--- src/rtl/avst_uart_tx.sv ---
// Avalon-ST byte sink feeding an 8N1 UART transmitter through a small FIFO.
// Packets end with GAP_BITS idle bit-times; SOP/EOP misuse pulses proto_err.
module avst_uart_tx #(
    parameter int unsigned CLKS_PER_BIT = 434,
    parameter int unsigned DEPTH        = 4,
    parameter int unsigned ADDR_W       = 2,
    parameter int unsigned GAP_BITS     = 2
) (
    input  logic       clk,
    input  logic       rst_n,
    input  logic [7:0] sink_data,
    input  logic       sink_valid,
    input  logic       sink_startofpacket,
    input  logic       sink_endofpacket,
    output logic       sink_ready,
    output logic       tx,
    output logic       busy,
    output logic       proto_err
);

    localparam int unsigned BaudW = (CLKS_PER_BIT > 1) ? $clog2(CLKS_PER_BIT) : 1;
    localparam int unsigned GapW  = (GAP_BITS > 1) ? $clog2(GAP_BITS) : 1;

    localparam logic [BaudW-1:0] BaudLast = BaudW'(CLKS_PER_BIT - 1);
    localparam logic [GapW-1:0]  GapLast  = GapW'((GAP_BITS > 0) ? GAP_BITS - 1 : 0);
    localparam logic [ADDR_W:0]  CntFull  = (ADDR_W + 1)'(DEPTH);

    typedef enum logic [2:0] {StIdle, StStart, StData, StStop, StGap} state_e;

    state_e            state_q, state_d;
    logic [BaudW-1:0]  baud_q, baud_d;
    logic [2:0]        bit_q, bit_d;
    logic [GapW-1:0]   gap_q, gap_d;
    logic [7:0]        shift_q, shift_d;
    logic              eop_q, eop_d;
    logic              tx_q, tx_d;

    logic [8:0]        mem_q [DEPTH];
    logic [ADDR_W-1:0] wr_ptr_q, wr_ptr_d;
    logic [ADDR_W-1:0] rd_ptr_q, rd_ptr_d;
    logic [ADDR_W:0]   count_q, count_d;
    logic              in_pkt_q, in_pkt_d;
    logic              proto_err_q, proto_err_d;

    logic              push;
    logic              pop;
    logic [8:0]        head;

    assign sink_ready = (count_q < CntFull);
    assign push       = sink_valid && sink_ready;
    assign pop        = (state_q == StIdle) && (count_q != '0);
    assign head       = mem_q[rd_ptr_q];

    assign tx        = tx_q;
    assign busy      = (state_q != StIdle) || (count_q != '0);
    assign proto_err = proto_err_q;

    // Storage is not reset; count/pointers define what is valid.
    always_ff @(posedge clk) begin
        if (push) begin
            mem_q[wr_ptr_q] <= {sink_endofpacket, sink_data};
        end
    end

    always_comb begin
        wr_ptr_d = push ? wr_ptr_q + 1'b1 : wr_ptr_q;
        rd_ptr_d = pop ? rd_ptr_q + 1'b1 : rd_ptr_q;
        count_d  = count_q;
        case ({push, pop})
            2'b10:   count_d = count_q + 1'b1;
            2'b01:   count_d = count_q - 1'b1;
            default: count_d = count_q;
        endcase
    end

    // The offending byte is still queued; tracking resyncs to its own flags.
    always_comb begin
        in_pkt_d    = in_pkt_q;
        proto_err_d = 1'b0;
        if (push) begin
            proto_err_d = sink_startofpacket ? in_pkt_q : !in_pkt_q;
            if (sink_endofpacket) begin
                in_pkt_d = 1'b0;
            end else if (sink_startofpacket) begin
                in_pkt_d = 1'b1;
            end
        end
    end

    // tx_d is the line level of the state being entered, so tx is registered.
    always_comb begin
        state_d = state_q;
        baud_d  = baud_q;
        bit_d   = bit_q;
        gap_d   = gap_q;
        shift_d = shift_q;
        eop_d   = eop_q;
        tx_d    = tx_q;
        unique case (state_q)
            StIdle: begin
                tx_d = 1'b1;
                if (pop) begin
                    shift_d = head[7:0];
                    eop_d   = head[8];
                    baud_d  = '0;
                    state_d = StStart;
                    tx_d    = 1'b0;
                end
            end
            StStart: begin
                if (baud_q == BaudLast) begin
                    baud_d  = '0;
                    bit_d   = '0;
                    state_d = StData;
                    tx_d    = shift_q[0];
                end else begin
                    baud_d = baud_q + 1'b1;
                end
            end
            StData: begin
                if (baud_q == BaudLast) begin
                    baud_d = '0;
                    if (bit_q == 3'd7) begin
                        state_d = StStop;
                        tx_d    = 1'b1;
                    end else begin
                        bit_d   = bit_q + 1'b1;
                        shift_d = shift_q >> 1;
                        tx_d    = shift_q[1];
                    end
                end else begin
                    baud_d = baud_q + 1'b1;
                end
            end
            StStop: begin
                if (baud_q == BaudLast) begin
                    baud_d = '0;
                    tx_d   = 1'b1;
                    if (eop_q && (GAP_BITS > 0)) begin
                        gap_d   = '0;
                        state_d = StGap;
                    end else begin
                        state_d = StIdle;
                    end
                end else begin
                    baud_d = baud_q + 1'b1;
                end
            end
            StGap: begin
                if (baud_q == BaudLast) begin
                    baud_d = '0;
                    if (gap_q == GapLast) begin
                        state_d = StIdle;
                    end else begin
                        gap_d = gap_q + 1'b1;
                    end
                end else begin
                    baud_d = baud_q + 1'b1;
                end
            end
            default: begin
                state_d = StIdle;
                tx_d    = 1'b1;
            end
        endcase
    end

    always_ff @(posedge clk or negedge rst_n) begin
        if (!rst_n) begin
            state_q     <= StIdle;
            baud_q      <= '0;
            bit_q       <= '0;
            gap_q       <= '0;
            shift_q     <= '0;
            eop_q       <= 1'b0;
            tx_q        <= 1'b1;
            wr_ptr_q    <= '0;
            rd_ptr_q    <= '0;
            count_q     <= '0;
            in_pkt_q    <= 1'b0;
            proto_err_q <= 1'b0;
        end else begin
            state_q     <= state_d;
            baud_q      <= baud_d;
            bit_q       <= bit_d;
            gap_q       <= gap_d;
            shift_q     <= shift_d;
            eop_q       <= eop_d;
            tx_q        <= tx_d;
            wr_ptr_q    <= wr_ptr_d;
            rd_ptr_q    <= rd_ptr_d;
            count_q     <= count_d;
            in_pkt_q    <= in_pkt_d;
            proto_err_q <= proto_err_d;
        end
    end

endmodule

--- config.mk ---
export PLATFORM = sky130hd
export DESIGN_NAME = avst_uart_tx
export DESIGN_NICKNAME = d
export VERILOG_FILES = /design/src/rtl/avst_uart_tx.sv
export SDC_FILE = /design/constraint.sdc
export NUM_CORES = 1
export LEC_CHECK = 0
export BUFFER_PORTS_ARGS = -buffer_cell sky130_fd_sc_hd__buf_2
export CORE_AREA = 5 5 80 82
export DETAILED_ROUTE_END_ITERATION = 10
export DIE_AREA = 0 0 85 87
export GPL_ROUTABILITY_DRIVEN = 0
export PLACE_DENSITY = 0.76
export SLEW_MARGIN = 20
export SYNTH_ARGS = -nofsm -noshare
export SYNTH_HDL_FRONTEND = slang
export SYNTH_SLANG_ARGS = --single-unit
export TNS_END_PERCENT = 20
--- constraint.sdc ---
create_clock -name clk -period 3.04 [get_ports clk]
set_input_delay 0.152 -clock clk [delete_from_list [all_inputs] [get_ports clk]]
set_output_delay 0.152 -clock clk [all_outputs]
set_load 0.01 [all_outputs]
==> results by group <==
Critical path
  • Crit-path max FO: 13
  • Critical path type: flip-flop to flip-flop
  • Worst setup startpoint: state_q[0]$_DFFE_PN0P_
  • Crit path required time: 3.30 ns
  • Crit path DAT: 2.73 ns
  • CP Launch Type: flip-flop
  • Crit. End Element: flip-flop
  • Worst reg2reg startpoint: state_q[0]$_DFFE_PN0P_
  • R2R setup slack: 0.56 ns

Worst hold path
  • Hold Crit Start: sink_data[4]
  • Type of the tightest min-delay check: input pin to flip-flop

Clocking
  • Bufs on Longest Clock Path: 2
  • PostCTS Resize Cnt: 0
  • Hold_buf cts: 1
  • Number of CTS-inserted buffers: 9
  • Skew-Pair Late Insertion Delay: 0.34 ns
  • Clock Pin Slew Worst Setup and Hold Paths: 0.08 ns
  • H-tree depth: 3
  • CTS tree: done
  • Root buf cell: clkbuf_8
  • Post-CTS Setup Bufs: 0
  • Clk sink count: 71

Route
  • WL final: 5.260 mm
  • Antenna viol nets, final: 0
  • DRT iter0 DRCs: 107
  • Post-route DRC: 0
  • Wire per inst: 15.61 microns
  • TritonRoute pass-1 iters: 4
  • Vias: 1911
  • Routed vias/inst: 5.671

Floorplanning
  • Die W: 85 microns
  • Core area: 0.005675 sq mm
  • Die ar.: 0.007395 sq mm
  • Row cnt: 28
  • Die height: 87 microns
  • Io pins: 17
  • Initial core utilization: 56.79%

Global route
  • Global-route usage over all layers: 15.88%
  • First-pass GRT wire length: 9.142 mm
  • Number of global-route vias before repair: 1920
  • Initial antenna violation count: 0
  • Pin count of the biggest net entering global routing: 36
  • GRT overflow: 0

Place
  • Pre-CTS setup slack: 0.5725 ns
  • Placed cell count: 320
  • Post-DP Area: 0.003368 sq mm
  • Count of input and output buffers: 16
  • Detailed placer's ending HPWL: 3.553 mm

Power
  • Pwr/cell area: 791.5 mW/mm^2
  • VDD IR-drop max: 0.0006718 V
  • Overall power: 2.820 mW
  • Leakage dissipation: 1.371 nW

Final layout
  • Fillcell total: 442
  • Post-route cell area: 0.003563 sq mm
  • Fin util: 62.79%
  • Commonest non-fill, non-tap cell in the layout: edfxtp_1
  • Diodes inserted: 0
  • Non-filler instance count after layout: 337
  • Layout cells sized above 1: 20.99%
  • Layout Nets: 280
  • Commonest cells after routing, fill and taps aside: edfxtp_1, dfrtp_1, buf_2
  • Layout Area Growth over Synthesis: 10.56%

Synthesis
  • Syn Nets: 258
  • Count of different cell masters after synthesis: 51
  • Post-synth EDFFs: 36
  • Ys Warns: 0
  • Cell area after synthesis: 0.003223 sq mm
  • FFs w/ async S/R, synth: 49.30%
  • Top FF cell, synth: edfxtp_1
  • Synth Register Bits: 71
  • Syn avg cell area: 13.72 sq um
  • Post-synthesis sequential area ratio: 60.75%
  • Syn Inst Count: 235

Timing
  • Slew at the pin closest to its max-slew limit: 0.7667 ns
  • Min Hold Slack: 0.02393 ns
  • Period utilisation layout: 81.44%
  • Setup violators final: 0
  • Setup ws final: 0.5641 ns
  • Final min period: 2.476 ns
  • Worst rel slew slack: 48.89%
  • Hold Violations, Final: 0
  • Fmax: 0.4039 GHz
  • Final TNS setup: 0 ns
  • RSZ-0062 raised after global routing: false
  • Clk_skew: 0.007735 ns
  • Final number of max-transition violations: 0

Flow run
  • Max Cap Viol: 0

Status
  • Status: finished clean
-- registers in the layout (all words and copies together) (netlist names) --
register / cells
baud_q: 9
bit_q: 3
count_q: 3
eop_q: 1
gap_q: 1
in_pkt_q: 1
mem_q: 36
proto_err: 1
rd_ptr_q: 2
shift_q: 8
state_q: 3
tx: 1
wr_ptr_q: 2
-- cells in the mapped netlist, drive strengths merged (2+ instances only) --
master | instances | area (sq um)
a211oi | 2 | 20.02
a31oi | 5 | 31.28
nand3 | 9 | 45.04
buf | 5 | 32.53
mux4 | 9 | 202.7
ha | 9 | 112.6
nor3 | 4 | 20.02
xnor2 | 6 | 52.55
edfxtp | 36 | 1081
clkbuf | 3 | 11.26
o22ai | 8 | 50.05
or3 | 2 | 12.51
nor2 | 12 | 45.04
nand4 | 3 | 18.77
and2 | 5 | 31.28
dfrtp | 34 | 850.8
a2bb2oi | 7 | 61.31
o31ai | 2 | 15.01
nand2 | 9 | 33.78
or4b | 2 | 27.53
xor2 | 3 | 26.28
o21ai | 10 | 61.31
nand2b | 3 | 18.77
inv | 15 | 56.30
a21oi | 11 | 55.05
-- power by group --
part / internal (mW) / total [mW] / leakage [nW] / switching [mW]
Sequential: 1.25 / 1.47 / 0.755 / 0.224
Combinational: 0.363 / 0.656 / 0.528 / 0.293
Clock: 0.311 / 0.694 / 0.0888 / 0.383
-- layout make-up --
class	instances	area [sq um]	area share, %
clock buffer	9	123.9	3.476
multi-input combinational	141	1165	32.69
tap	75	93.84	2.633
clock inverter	7	61.31	1.721
timing repair buffer	19	105.1	2.949
sequential	71	1958	54.95
inverter	15	56.30	1.580
-- routing by layer --
metal	wire length [microns]	GRT usage, %	vias up
met3	172	4.352	10
met5	0	0	-
li1	-	-	932
met1	2470	21.37	942
met2	2523	24.44	27
met4	93	6.763	0
-- kinds of logic (layout without fill, tap and decap cells) --
family / count (synthesis) / in the layout / synth area share (%)
DFF: 71 / 71 / 60.75
and+or+nand+nor: 57 / 57 / 10.05
AOI/OAI and AO/OA: 54 / 54 / 12.58
buffers and inverters: 23 / 50 / 3.105
muxes: 11 / 11 / 6.949
adders and majority gates: 10 / 10 / 4.115
xor gates and xnor gates: 9 / 9 / 2.446
-- path summary, 6_finish.rpt --
kind,endpoint,depth (start not counted)
setup reg to reg,count_q[2]$_DFFE_PN0P_,8
hold / removal,mem_q[3][4]$_DFFE_PP_,1
hold reg to reg,count_q[0]$_DFFE_PN0P_,1
max in group asynchronous,bit_q[2]$_DFFE_PN0P_,2
min in group asynchronous,baud_q[2]$_DFFE_PN0P_,2
setup / recovery,count_q[2]$_DFFE_PN0P_,8
-- critical path, stage by stage, from the launching register on --
cell and delay, ns:
dfrtp_1 0.53, or3_1 0.48, nor2_1 0.32, ha_1 0.26, inv_1 0.06, fa_1 0.37
xor2_1 0.15, nor2_1 0.11, xnor2_1 0.13
No activity file was read; power rests on OpenSTA's default activity.
